File: config.mk
export PLATFORM = sky130hd
export DESIGN_NAME = tx_frame_ctrl
export DESIGN_NICKNAME = d
export VERILOG_FILES = /design/src/rtl/tx_ctrl_pkg.sv /design/src/rtl/tx_lowwater_irq.sv /design/src/rtl/tx_frame_ctrl.sv
export SDC_FILE = /design/constraint.sdc
export NUM_CORES = 1
export LEC_CHECK = 0
export ABC_AREA = 0
export CORE_MARGIN = 2
export CORE_UTILIZATION = 45
export CTS_CLUSTER_DIAMETER = 50
export CTS_CLUSTER_SIZE = 10
export DETAILED_ROUTE_END_ITERATION = 8
export DONT_BUFFER_PORTS = 1
export PLACE_DENSITY = 0.6
export SYNTH_ARGS = -nofsm -noshare
export SYNTH_HDL_FRONTEND = slang
export SYNTH_SLANG_ARGS = --single-unit
File: constraint.sdc
create_clock -name i_clk -period 2.5 [get_ports i_clk]
set_clock_uncertainty 0.1 [all_clocks]
set_input_delay 0.25 -clock i_clk [delete_from_list [all_inputs] [get_ports i_clk]]
set_output_delay 0.25 -clock i_clk [all_outputs]
set_load 0.05 [all_outputs]
File: src/rtl/tx_ctrl_pkg.sv
// Shared types and constants for the transmitter frame controller.
package tx_ctrl_pkg;

  typedef enum logic [1:0] {
    IDLE    = 2'd0,
    OPEN    = 2'd1,
    COMMIT  = 2'd2,
    RECOVER = 2'd3
  } state_t;

  localparam logic [2:0] ERR_NONE     = 3'd0;
  localparam logic [2:0] ERR_OVERFLOW = 3'd1;
  localparam logic [2:0] ERR_EMPTY    = 3'd2;
  localparam logic [2:0] ERR_ABORT    = 3'd3;
  localparam logic [2:0] ERR_FAULT    = 3'd4;
  localparam logic [2:0] ERR_REFUSED  = 3'd5;

  localparam int TX_FAULT_BIT = 7;

endpackage

File: src/rtl/tx_lowwater_irq.sv
// Sticky low-water interrupt: fires when the queued-frame count falls to or
// below LOW_WATER, held until acknowledged.
module tx_lowwater_irq #(
  parameter int LOW_WATER = 2
) (
  input  logic       i_clk,
  input  logic       i_rst_n,
  input  logic [7:0] i_count,
  input  logic       i_ack,
  output logic       o_irq
);

  localparam logic [7:0] LW = 8'(LOW_WATER);

  logic [7:0] cnt_q;
  logic       fall;

  assign fall = (cnt_q > LW) && (i_count <= LW);

  // A new crossing wins over an ack arriving in the same cycle.
  always_ff @(posedge i_clk or negedge i_rst_n) begin
    if (!i_rst_n) begin
      cnt_q <= '0;
      o_irq <= 1'b0;
    end else begin
      cnt_q <= i_count;
      o_irq <= fall | (o_irq & ~i_ack);
    end
  end

endmodule

File: src/rtl/tx_frame_ctrl.sv
// Host-to-transmitter frame sequencer: opens, fills, commits or rolls back
// frames and resets the transmitter on a fault.
module tx_frame_ctrl
  import tx_ctrl_pkg::*;
#(
  parameter int MAX_FRAMES    = 8,
  parameter int MAX_FRAME_LEN = 1024,
  parameter int LOW_WATER     = 2,
  parameter int RST_CYCLES    = 4
) (
  input  logic        i_clk,
  input  logic        i_rst_n,
  input  logic        i_host_start,
  input  logic [7:0]  i_host_data,
  input  logic        i_host_data_valid,
  input  logic        i_host_commit,
  input  logic        i_host_abort,
  input  logic        i_int_ack,
  output logic        o_host_ready,
  output logic        o_host_busy,
  output logic [2:0]  o_err,
  output logic        o_tx_int,
  output logic        o_tx_rst_n,
  output logic        o_tx_push_write_index,
  output logic        o_tx_pop_write_index,
  output logic [7:0]  o_tx_data,
  output logic        o_tx_data_we,
  output logic        o_tx_push_frame,
  input  logic [15:0] i_tx_data_size,
  input  logic [7:0]  i_tx_frames_count,
  input  logic [7:0]  i_tx_status
);

  localparam int         CW     = $clog2(MAX_FRAME_LEN + 1);
  localparam int         RW     = $clog2(RST_CYCLES + 1);
  localparam logic [CW-1:0] LEN_MAX = CW'(MAX_FRAME_LEN);
  localparam logic [7:0] FR_MAX = 8'(MAX_FRAMES);
  localparam logic [RW-1:0] RST_LAST = RW'(RST_CYCLES - 1);

  state_t        state;
  logic [CW-1:0] byte_cnt;
  logic [RW-1:0] rst_cnt;
  logic          ready_q;
  logic          can_start;
  logic          fault;
  logic          unused_status;

  assign unused_status = ^{i_tx_data_size, i_tx_status[6:0]};

  // Acceptance uses the live count so a start right after a push sees it.
  assign can_start    = i_tx_frames_count < FR_MAX;
  assign fault        = i_tx_status[TX_FAULT_BIT];
  assign o_host_ready = ready_q && (state == IDLE);
  assign o_host_busy  = (state != IDLE);

  always_ff @(posedge i_clk or negedge i_rst_n) begin
    if (!i_rst_n) begin
      state                 <= IDLE;
      byte_cnt              <= '0;
      rst_cnt               <= '0;
      ready_q               <= 1'b0;
      o_err                 <= ERR_NONE;
      o_tx_rst_n            <= 1'b0;
      o_tx_push_write_index <= 1'b0;
      o_tx_pop_write_index  <= 1'b0;
      o_tx_data             <= '0;
      o_tx_data_we          <= 1'b0;
      o_tx_push_frame       <= 1'b0;
    end else begin
      o_tx_push_write_index <= 1'b0;
      o_tx_pop_write_index  <= 1'b0;
      o_tx_data_we          <= 1'b0;
      o_tx_push_frame       <= 1'b0;
      ready_q               <= can_start;

      // No pop on a fault: the transmitter reset clears its buffer anyway.
      if (fault && state != RECOVER) begin
        o_tx_rst_n <= 1'b0;
        rst_cnt    <= RST_LAST;
        o_err      <= ERR_FAULT;
        state      <= RECOVER;
      end else begin
        case (state)
          IDLE: begin
            o_tx_rst_n <= 1'b1;
            if (i_host_start) begin
              if (can_start) begin
                o_tx_push_write_index <= 1'b1;
                byte_cnt              <= '0;
                o_err                 <= ERR_NONE;
                state                 <= OPEN;
              end else begin
                o_err <= ERR_REFUSED;
              end
            end
          end
          OPEN: begin
            if (i_host_abort) begin
              o_tx_pop_write_index <= 1'b1;
              o_err                <= ERR_ABORT;
              state                <= IDLE;
            end else if (i_host_data_valid && byte_cnt == LEN_MAX) begin
              o_tx_pop_write_index <= 1'b1;
              o_err                <= ERR_OVERFLOW;
              state                <= IDLE;
            end else begin
              if (i_host_data_valid) begin
                o_tx_data    <= i_host_data;
                o_tx_data_we <= 1'b1;
                byte_cnt     <= byte_cnt + 1'b1;
              end
              if (i_host_commit) state <= COMMIT;
            end
          end
          COMMIT: begin
            if (byte_cnt == '0) begin
              o_tx_pop_write_index <= 1'b1;
              o_err                <= ERR_EMPTY;
            end else begin
              o_tx_push_frame <= 1'b1;
            end
            state <= IDLE;
          end
          RECOVER: begin
            if (rst_cnt == '0) begin
              o_tx_rst_n <= 1'b1;
              state      <= IDLE;
            end else begin
              rst_cnt <= rst_cnt - 1'b1;
            end
          end
          default: state <= IDLE;
        endcase
      end
    end
  end

  tx_lowwater_irq #(
    .LOW_WATER (LOW_WATER)
  ) u_irq (
    .i_clk   (i_clk),
    .i_rst_n (i_rst_n),
    .i_count (i_tx_frames_count),
    .i_ack   (i_int_ack),
    .o_irq   (o_tx_int)
  );

endmodule
---- After elaboration in Yosys (flattened, before gate mapping) ----
Index checks and enable logic that the tools add are counted.
cells by class
  add/sub/neg operators ................... 2
  magnitude comparators ................... 3
  equal/unequal tests ..................... 17
  multiplexer cells ....................... 44
  bitwise gates (word level) .............. 6
  reduce and logical (&&, ||, !) cells .... 18
operators by type and width
  operator                 count
  $mux W11                 5
  $mux W3                  9
  $pmux W11 S2             1
  $mux W1                  18
  $mux W2                  7
  $ne A2 B2 Y1 const B     7
  $add A11 B1 Y11 const B  1
  $eq A11 B11 Y1 const B   1
  $logic_not A11 Y1        1
  $pmux W3 S3              1
  $gt A8 B2 Y1 const B     1
  $le A8 B2 Y1 const B     1
  $lt A8 B4 Y1 const B     1
  $pmux W2 S4              1
  $reduce_and A4 Y1        2
  $reduce_and A7 Y1        1
  $ne A3 B2 Y1 const B     2
  $ne A3 B3 Y1 const B     2
  $reduce_bool A2 Y1       3
  $ne A5 B5 Y1 const B     1
  $reduce_and A5 Y1        1
  $eq A2 B2 Y1 const B     2
  $logic_and A1 B1 Y1      4
  $ne A4 B4 Y1 const B     1
  other kinds (11)         16
word-level totals
  bits in registers ....................... 42
  input port bits ......................... 47
  output and inout port bits .............. 19
  logic and storage cells ................. 103

---- Longest topological paths before layout ----
Gate-level depths: netlist (run 1).
  depth in word-level cells ............... 6
  depth in mapped cells ................... 8
  gate-level depth less buffers ........... 7

---- Hierarchy ----
Synthesis (run 1) repeated with hierarchy kept, for this count alone.
unflattened totals
  cell total of the unflattened synthesis .. 202
  area total of the unflattened synthesis .. 2118.3 µm²
modules (own cells, without submodules)
  module           instances  cells each  area each (µm²)  seq. area each (µm²)
  tx_frame_ctrl    1          186         1843.0           825.8
  tx_lowwater_irq  1          16          275.3            225.2

---- Worst setup path after synthesis (run 1) ----
No wires, ideal clock.
  path kind ............................... reg2reg
  start ................................... register byte_cnt[6]
  end ..................................... register byte_cnt[2]
  setup time .............................. 0.124 ns
  arrival time ............................ 1.942 ns
  data required time ...................... 2.276 ns
  slack ................................... 0.334 ns
  cell stages (with the launch flop) ...... 8
  path buffers ............................ 2
  clock period less this slack ............ 2.166 ns
  cell sequence ........................... dfrtp_1 > buf_6 > or4_4 > o41ai_4 > or4b_1 > buf_6 > nor3b_2 > a211o_1
between the ends
  longest elaborated chain between the ends .. 4
RTL lines
  element                      line                  text
  start: declaration           tx_frame_ctrl.sv:41   logic [CW-1:0] byte_cnt;
  start signal: assignment     tx_frame_ctrl.sv:110  byte_cnt <= byte_cnt + 1'b1;
  $eq A11 B11 Y1               tx_frame_ctrl.sv:102  end else if (i_host_data_valid && byte_cnt == LEN_MAX) begin
  $logic_and A1 B1 Y1          tx_frame_ctrl.sv:102
  $ne A2 B2 Y1 (no line)       --
  $reduce_and A7 Y1 (no line)  --
Every way passes these cells.
A chain may end at the register's enable or synchronous reset.

---- Worst setup path in the final report (run 1) ----
  start ................................... register byte_cnt[0]
  end ..................................... register byte_cnt[1]
between the ends
  longest elaborated chain between the ends .. 5
  elaborated cells on any way between the ends .. 9
  those cells by class .................... 1 x add/sub; 2 x eq/ne; 4 x mux; 2 x reduce/logical
RTL lines
  element          line                  text
  $add A11 B1 Y11  tx_frame_ctrl.sv:110
  $mux W11         tx_frame_ctrl.sv:107  if (i_host_data_valid) begin
  $mux W11         tx_frame_ctrl.sv:102
  $mux W11         tx_frame_ctrl.sv:98   if (i_host_abort) begin
  $pmux W11 S2     tx_frame_ctrl.sv:83   case (state)
Parallel ways exist; a longest one is shown, timed or not. The select of a mux whose other input is x is not followed.

==> impl_metrics.toml, run 1 <==
[critical_path]
cpPeakStageDelay_ps = 590
worst_ep_required_time_ps = 2620
critical_path_peak_fanout = 7
critPathBufInv = 1
start_kind = "flip-flop"
worstPathCellList = "inv_1, ha_1, or4b_1, o41ai_4, o22ai_2, nand2_2, mux2i_1"
cp.arrival_ps = 2500
cpMaxStageDelayCell = "or4b_1"
cp_num_cells = 7
cp_top_family = "simple AND/OR/NAND/NOR gates"
worstSetupEndpointType = "flip-flop"
reg2regPathDepth = 7
path_class = "reg -> reg"

[layout]
syn_to_final_growth_pct = 19.6
final.fill_count = 384
antenna_cells = 0
fin_nets = 275
design_area_um2 = 2490
multi_input_area_um2 = 961
drive_gt1_frac = 0.149
regArea_um2 = 1050

[global_route]
antenna_found_initial = 0
grt_max_degree = 43
grtUsageTotal = 0.189
grt_pass1_vias = 1593
grt_pass1_wl_um = 7590
overflow = 0

[floorplan]
die_w_um = 72.0
die_y_um = 72.0
rows = 24
pin_count = 66
initial_utilization = 0.471
core_um2 = 4410
die_area_um2 = 5180

[timing]
hold_slack_ps = 46.0
fin_crit_sh = 0.950
maxSlewViolCount = 0
worst_slack_ps = 124
setup_violations = 0
hold_violations = 0
fin_crit_ps = 2380
tns_ps = 0
clock.fmax_ghz = 0.421
max_slew_margin = 0.545
grt_setup_unrepaired = "no"
worst_slew_pin_slew_ps = 679

[pwr]
p_leak_uw = 0.00114
power_frac_seq = 0.480
swShare = 0.453
p_total_uw = 2800
p_int_uw = 1530
ir_worst_vdd_mv = 0.973
power_frac_clock = 0.187
p_comb_frac = 0.334
netSwitchingPower_uw = 1270
power_density_nw_per_um2 = 1130

[drt]
routedWlPerCell_um = 16.1
drt_iter0_markers = 91
drcViolationCount = 0
drt-vias-per-instance = 5.83
firstDrtPassIters = 4
num_vias = 1591
final_antenna_net_count = 0
wirelength_um = 4390

[logic_synthesis]
synth_top_cells_by_count = "dfrtp_1, nand2_1, nor2_1, inv_1, mux2_2"
synth-main-ff-cell = "dfrtp_1"
synthMuxAreaShare = 0.0535
ys_top_cells_by_area = "dfrtp_1, mux2_2, ha_1, nand2_1, a21o_1"
ys_warn_count = 0
synthArstFlopShare = 1.00
synth-xor-area-share = 0.00421
seq_area_frac_synth = 0.505
syn-instance-count = 193
synth_nets = 248
yosys.area_share.simple = 0.188
yosys.cell_types.count = 48
synth.cell_area_um2 = 2080
yosys.area_share.adder = 0.0481
synth_top_area_frac = 0.505
ys_ff_latch = 42
synth_most_common_cell = "dfrtp_1"
synth-edff-count = 0
avgSynthCellArea_um2 = 10.8
synth_compound_area_frac = 0.159
synth_top_family_by_area = "simple AND/OR/NAND/NOR gates"
yosys.area.top_type = "dfrtp_1"

[status]
status = "finished clean"

[min_path]
hold_class = "in -> reg"
hold_depth = 3

[placed_design]
pre_cts_ws_ps = 96.3
io_buffers = 0
hpwl_um = 3120
gp_congestion = 0.831
place_area_um2 = 2150

[clocking]
cts_buffers = 5
cts_buffer_depth = 2
cts_root_buf = "clkbuf_8"
h-tree-depth = 2
clk_pin_slew_ps = 80
cts_sinks = 42
clock_latency_ps = 290
cts_tree = "built"
cts_setup_buffers = 0

[run]
drv_cap = 0
==> path summary, 6_finish.rpt <==
path / end / slack [ps] / start
worst min-delay path: u_irq.o_irq / 50 / i_tx_frames_count[2]
worst max-delay path: byte_cnt[1] / 120 / byte_cnt[0]
min in group asynchronous: o_tx_push_frame / 320 / i_rst_n
max in group asynchronous: rst_cnt[1] / 1770 / i_rst_n
worst min register to register: byte_cnt[8] / 460 / byte_cnt[8]
worst max register to register: byte_cnt[1] / 120 / byte_cnt[0]
==> worst reg2reg max path: cells and delay by family (launching register included) <==
| family | cells | cell delay, ps |
|---|---|---|
| compound gates | 2 | 570 |
| fa+ha+maj | 1 | 130 |
| buf+inv | 1 | 80 |
| flops | 1 | 430 |
| mux | 1 | 200 |
| simple gates | 2 | 800 |
==> logic make-up after synthesis <==
logic type / Yosys count
AND/OR/NAND/NOR: 71
adder cells (fa/ha/maj): 8
multiplexers: 10
flip-flops: 42
AO/OA/AOI/OAI: 42
buffers and inverters: 19
XOR/XNOR: 1
==> what timing repair did <==
| action | CTS | global route |
|---|---|---|
| endpoints found under the hold margin | 59 | 1 |
| hold buffers | 19 | 1 |
| setup endpoints to repair | 0 | 5 |
| gates resized for setup | 0 | 3 |
==> metal layers <==
| layer | global-route usage | vias up | wire (um) |
|---|---|---|---|
| met5 | 0 | - | 0 |
| met4 | 0.0566 | 0 | 57 |
| met3 | 0.0500 | 6 | 209 |
| met2 | 0.308 | 37 | 2160 |
| met1 | 0.248 | 793 | 1970 |
| li1 | - | 755 | - |
==> registers in the layout (all words and copies together) (netlist names), 2 cells and up <==
register and cells:
byte_cnt 11, o_tx_data 8, u_irq.cnt_q 8, o_err 3, rst_cnt 3, state 2
==> layout make-up <==
class | instances | share of cell area
flip-flops and latches | 42 | 0.423
multi-input cells | 132 | 0.386
repair buffers | 25 | 0.0996
clock buffers | 6 | 0.0292
well taps | 52 | 0.0262
inverters | 14 | 0.0211
clock inverters | 2 | 0.0151
==> per-stage QoR <==
stage,std cells,util
6_report,273,0.563
5_1_grt,273,0.563
4_1_cts,272,0.557
3_5_place_dp,245,0.487
3_3_place_gp,245,0.487
2_1_floorplan,193,-
==> power by group through the flow <==
| stage | sequential, uW | clock [uW] | combinational (uW) |
|---|---|---|---|
| global route | 1360 | 581 | 1050 |
| finish | 1340 | 523 | 935 |
| global placement | 1350 | 0 | 848 |
| detailed placement | 1360 | 0 | 874 |
| CTS | 1340 | 545 | 917 |
| floorplan | 1320 | 0 | 697 |
==> cell usage in the layout, fill, tap and decap left out, drive strengths merged, types with 4 or more instances in the layout <==
cell | synthesis | layout
dfrtp | 42 | 42
dlygate4sd3 | 0 | 19
nand2 | 18 | 18
nor2 | 16 | 16
inv | 14 | 14
mux2 | 9 | 9
a21o | 8 | 8
ha | 8 | 8
nor3 | 8 | 8
o21ai | 7 | 7
clkbuf | 3 | 6
buf | 2 | 6
nand3 | 5 | 5
a31oi | 4 | 4
nor4 | 4 | 4
(Power assumes the default switching activity.)
==> run 2: changes to the inputs <==
--- a/config.mk
+++ b/config.mk
@@ -7,12 +7,12 @@
 export LEC_CHECK = 0
 export ABC_AREA = 0
 export CORE_MARGIN = 2
-export CORE_UTILIZATION = 45
+export CORE_UTILIZATION = 35
 export CTS_CLUSTER_DIAMETER = 50
 export CTS_CLUSTER_SIZE = 10
 export DETAILED_ROUTE_END_ITERATION = 8
 export DONT_BUFFER_PORTS = 1
-export PLACE_DENSITY = 0.6
+export PLACE_DENSITY = 0.49
 export SYNTH_ARGS = -nofsm -noshare
 export SYNTH_HDL_FRONTEND = slang
 export SYNTH_SLANG_ARGS = --single-unit
==> impl_metrics.toml, run 2 (synthesized netlist as in run 1, its figures left out) <==
[clocking]
cts_setup_buffers = 0
h-tree-depth = 2
clock_latency_ps = 300
cts_tree = "built"
clk_pin_slew_ps = 90
cts_root_buf = "clkbuf_8"
cts_buffers = 5
cts_buffer_depth = 2
cts_sinks = 42

[floorplan]
die_y_um = 81.1
core_um2 = 5820
die_w_um = 81.1
die_area_um2 = 6570
initial_utilization = 0.358
rows = 28
pin_count = 66

[critical_path]
worst_ep_required_time_ps = 2630
start_kind = "flip-flop"
rr_endpoint = "byte_cnt[1]"
r2r-start = "byte_cnt[0]"
reg2regPathDepth = 7
cp.arrival_ps = 2530
critical_path_peak_fanout = 7
worstSetupEndpointType = "flip-flop"
path_class = "reg -> reg"
crit_start = "byte_cnt[0]"
rrSetupSlack_ps = 100

[drt]
final_antenna_net_count = 0
wirelength_um = 4780
firstDrtPassIters = 4
drt_iter0_markers = 104
num_vias = 1577
drt-vias-per-instance = 5.35
routedWlPerCell_um = 16.2
drcViolationCount = 0

[pwr]
power_frac_seq = 0.488
p_total_uw = 2750
netSwitchingPower_uw = 1310
power_density_nw_per_um2 = 1110
power_frac_clock = 0.162
p_comb_frac = 0.350
swShare = 0.477
p_leak_uw = 0.00113
ir_worst_vdd_mv = 0.572
p_int_uw = 1440

[placed_design]
io_buffers = 0
hpwl_um = 3360
gp_congestion = 0.872
place_area_um2 = 2170

[layout]
fin_nets = 274
design_area_um2 = 2480
largest_reg_flops = 11
syn_to_final_growth_pct = 19.1
final_common_cell = "dfrtp_1"
drive_gt1_frac = 0.150
largest-register = "byte_cnt"
reg.largest.list = "byte_cnt x11, o_tx_data x8, u_irq.cnt_q x8"
antenna_cells = 0
layout_common_cells = "dfrtp_1, dlygate4sd3_1, nand2_1"

[global_route]
grt_pass1_wl_um = 7970
antenna_found_initial = 0
grt_max_degree = 43
overflow = 0
grtUsageTotal = 0.160
grt_pass1_vias = 1687

[timing]
hold_violations = 0
fin_crit_ps = 2400
setup_violations = 0
fin_crit_sh = 0.961
clock.fmax_ghz = 0.416
grt_setup_unrepaired = "yes"
maxSlewViolCount = 0
worst_slew_pin_slew_ps = 729
max_slew_margin = 0.511

[min_path]
hold_depth = 3
hold_path_end = "u_irq.o_irq"
hold_class = "in -> reg"
hold_path.startpoint = "i_tx_frames_count[2]"

[status]
status = "finished clean"

[run]
drv_cap = 0
run 2: worst max-delay path by stage:
stage	to	slack [ps]	depth (start not counted)
2_1_floorplan	byte_cnt[2]	330	7
3_3_place_gp	byte_cnt[1]	100	7
3_5_place_dp	byte_cnt[1]	30	7
4_1_cts	byte_cnt[1]	4	7
5_1_grt	byte_cnt[1]	-50	7
6_report	byte_cnt[1]	100	7
run 2: critical path: stages (launching register included):
cell and delay, ps:
dfrtp_1 420, inv_1 80, ha_1 150, or4b_1 580
o41ai_4 360, o22ai_2 220, nand2_2 210, mux2i_1 210
run 2: power groups by stage:
stage	combinational (uW)	sequential (uW)	clock, uW
floorplan	697	1320	0
global placement	876	1350	0
detailed placement	905	1360	0
CTS	955	1340	454
global route	1080	1360	486
finish	962	1340	447
run 2: repair_timing:
item,4_1_cts,5_1_grt
endpoints found under the hold margin,61,0
resized for setup,0,2
endpoints found under the setup margin,0,7
hold buffers,20,0
run 2: routing by layer:
metal | up-vias | GRT usage | share of wire
li1 | 758 | - | -
met1 | 779 | 0.189 | 0.44
met2 | 32 | 0.282 | 0.51
met3 | 8 | 0.0322 | 0.035
met4 | 0 | 0.0712 | 0.019
met5 | - | 0 | 0
run 2: final cells by class:
| cell class | instances | area (um2) |
|---|---|---|
| fill | 580 | 3340 |
| sequential | 42 | 1050 |
| multi-input combinational | 132 | 952 |
| timing repair buffer | 24 | 240 |
| tap | 75 | 93.8 |
| clock buffer | 5 | 68.8 |
| inverter | 14 | 52.6 |
| clock inverter | 3 | 18.8 |
run 2: stage by stage:
step / TNS [ps] / setup slack, ps / hold WS, ps / std cells / util
2_1_floorplan: 0 / 334 / -146 / 193 / -
4_1_cts: 0 / 4.23 / 47.7 / 295 / 0.424
3_3_place_gp: 0 / 102 / -145 / 267 / 0.373
3_5_place_dp: 0 / 29.2 / -145 / 267 / 0.373
6_report: 0 / 97.0 / 48.4 / 295 / 0.426
5_1_grt: -70.4 / -49.0 / 66.1 / 295 / 0.426
==> run 3: changes to the inputs <==
--- a/config.mk
+++ b/config.mk
@@ -8,8 +8,9 @@
 export ABC_AREA = 0
 export CORE_MARGIN = 2
 export CORE_UTILIZATION = 35
+export CTS_BUF_LIST = sky130_fd_sc_hd__clkbuf_4 sky130_fd_sc_hd__clkbuf_8 sky130_fd_sc_hd__clkbuf_16
 export CTS_CLUSTER_DIAMETER = 50
-export CTS_CLUSTER_SIZE = 10
+export CTS_CLUSTER_SIZE = 20
 export DETAILED_ROUTE_END_ITERATION = 8
 export DONT_BUFFER_PORTS = 1
 export PLACE_DENSITY = 0.49
==> constraint.sdc (replaced) <==
create_clock -name i_clk -period 2.89 [get_ports i_clk]
set_clock_uncertainty 0.1 [all_clocks]
set_input_delay 0.289 -clock i_clk [delete_from_list [all_inputs] [get_ports i_clk]]
set_output_delay 0.289 -clock i_clk [all_outputs]
set_load 0.05 [all_outputs]
==> impl_metrics.toml, run 3 (synthesized netlist as in run 1, its figures left out) <==
[pwr]
p_leak_uw = 0.00109
power_density_nw_per_um2 = 1010
ir_worst_vdd_mv = 0.661

[clocking]
cts_buffers = 5
cts_setup_buffers = 0
cts_sinks = 42
clock_latency_ps = 300
cts_buffer_depth = 2
clk_pin_slew_ps = 80
h-tree-depth = 2
cts_tree = "built"
cts_root_buf = "clkbuf_8"

[placed_design]
io_buffers = 0
hpwl_um = 3350
place_area_um2 = 2160
gp_congestion = 0.869

[min_path]
hold_depth = 1
hold_path_end = "ready_q"
hold_path.startpoint = "i_tx_frames_count[5]"
hold_class = "in -> reg"

[layout]
fin_nets = 265
largest-register = "byte_cnt"
layout_common_cells = "dfrtp_1, nand2_1, nor2_1"
syn_to_final_growth_pct = 15.7
antenna_cells = 0
largest_reg_flops = 11
reg.largest.list = "byte_cnt x11, o_tx_data x8, u_irq.cnt_q x8"
final_common_cell = "dfrtp_1"
design_area_um2 = 2410
drive_gt1_frac = 0.142

[floorplan]
rows = 28
initial_utilization = 0.358
die_w_um = 81.1
pin_count = 66
core_um2 = 5820
die_area_um2 = 6570
die_y_um = 81.1

[drt]
firstDrtPassIters = 4
wirelength_um = 4580
drcViolationCount = 0
final_antenna_net_count = 0
drt_iter0_markers = 71
routedWlPerCell_um = 16.0
num_vias = 1540
drt-vias-per-instance = 5.38

[critical_path]
rr_endpoint = "byte_cnt[1]"
start_kind = "flip-flop"
cp.arrival_ps = 2550
rrSetupSlack_ps = 460
r2r-start = "byte_cnt[0]"
crit_start = "byte_cnt[0]"
worstSetupEndpointType = "flip-flop"
path_class = "reg -> reg"
critical_path_peak_fanout = 7
worst_ep_required_time_ps = 3010
reg2regPathDepth = 7

[global_route]
grtUsageTotal = 0.155
overflow = 0
antenna_found_initial = 0
grt_pass1_wl_um = 7670
grt_max_degree = 43
grt_pass1_vias = 1557

[status]
status = "finished clean"

[timing]
fin_crit_sh = 0.840
setup_violations = 0
maxSlewViolCount = 0
max_slew_margin = 0.574
fin_crit_ps = 2430
clock.fmax_ghz = 0.412
tns_ps = 0
worst_slew_pin_slew_ps = 640
grt_setup_unrepaired = "no"
hold_violations = 0

[run]
drv_cap = 0
-- run 3: cell count changes in the layout (fill, tap and decap cells not counted) --
| cell | previous run | this run |
|---|---|---|
| dlygate4sd3_1 | 19 | 11 |
| or4b_4 | 1 | 0 |
| buf_4 | 4 | 3 |
| clkinv_2 | 2 | 0 |
| inv_6 | 1 | 0 |
| clkinvlp_4 | 0 | 1 |
| o22ai_2 | 1 | 0 |
| or4b_1 | 1 | 2 |
| clkbuf_4 | 0 | 1 |
| bufinv_16 | 0 | 1 |
| o22ai_1 | 0 | 1 |
-- run 3: through the flow --
stage          hold WS, ps  setup slack, ps  instances  power, uW   util
5_1_grt               13.1              304        286       2590  0.414
6_report              11.5              463        286       2430  0.414
4_1_cts               5.00              436        286       2450  0.414
3_3_place_gp          -106              509        266       1920  0.372
2_1_floorplan         -107              724        193       1740      -
3_5_place_dp          -105              445        266       1940  0.372
-- run 3: how the worst max path moves through the flow --
stage | end | cells past startpoint | slack (ps)
3_5_place_dp | byte_cnt[1] | 7 | 440
5_1_grt | byte_cnt[1] | 7 | 300
3_3_place_gp | byte_cnt[1] | 7 | 510
6_report | byte_cnt[1] | 7 | 460
2_1_floorplan | byte_cnt[2] | 7 | 720
4_1_cts | byte_cnt[1] | 7 | 440
-- run 3: power breakdown --
part	switching, uW	total (uW)	leakage [uW]	internal [uW]
Sequential	432	1160	0.000529	729
Clock	205	472	0.0000548	267
Combinational	471	794	0.000511	324
-- run 3: cell type report --
| cell class | instances | area [um2] |
|---|---|---|
| clock inverter | 2 | 37.5 |
| tap | 75 | 93.8 |
| clock buffer | 6 | 76.3 |
| fill | 572 | 3410 |
| multi-input combinational | 132 | 942 |
| timing repair buffer | 15 | 153 |
| sequential | 42 | 1050 |
| inverter | 14 | 52.6 |
-- run 3: routing by layer --
metal / vias up / part of all wire / global-route usage
met2: 27 / 0.52 / 0.278
met4: 0 / 0.014 / 0.0559
met5: - / 0 / 0
li1: 724 / - / -
met3: 6 / 0.036 / 0.0400
met1: 783 / 0.43 / 0.178
-- run 3: timing repair --
action                    CTS  global route
resized for setup           0             0
hold buffers               12             0
hold endpoints to repair   53             0
-- run 3: critical path: stages (launching register included) --
cell,delay [ps]
dfrtp_1,420
inv_1,80
ha_1,140
or4b_1,560
o41ai_4,330
o22ai_1,290
nand2_2,240
mux2i_1,210
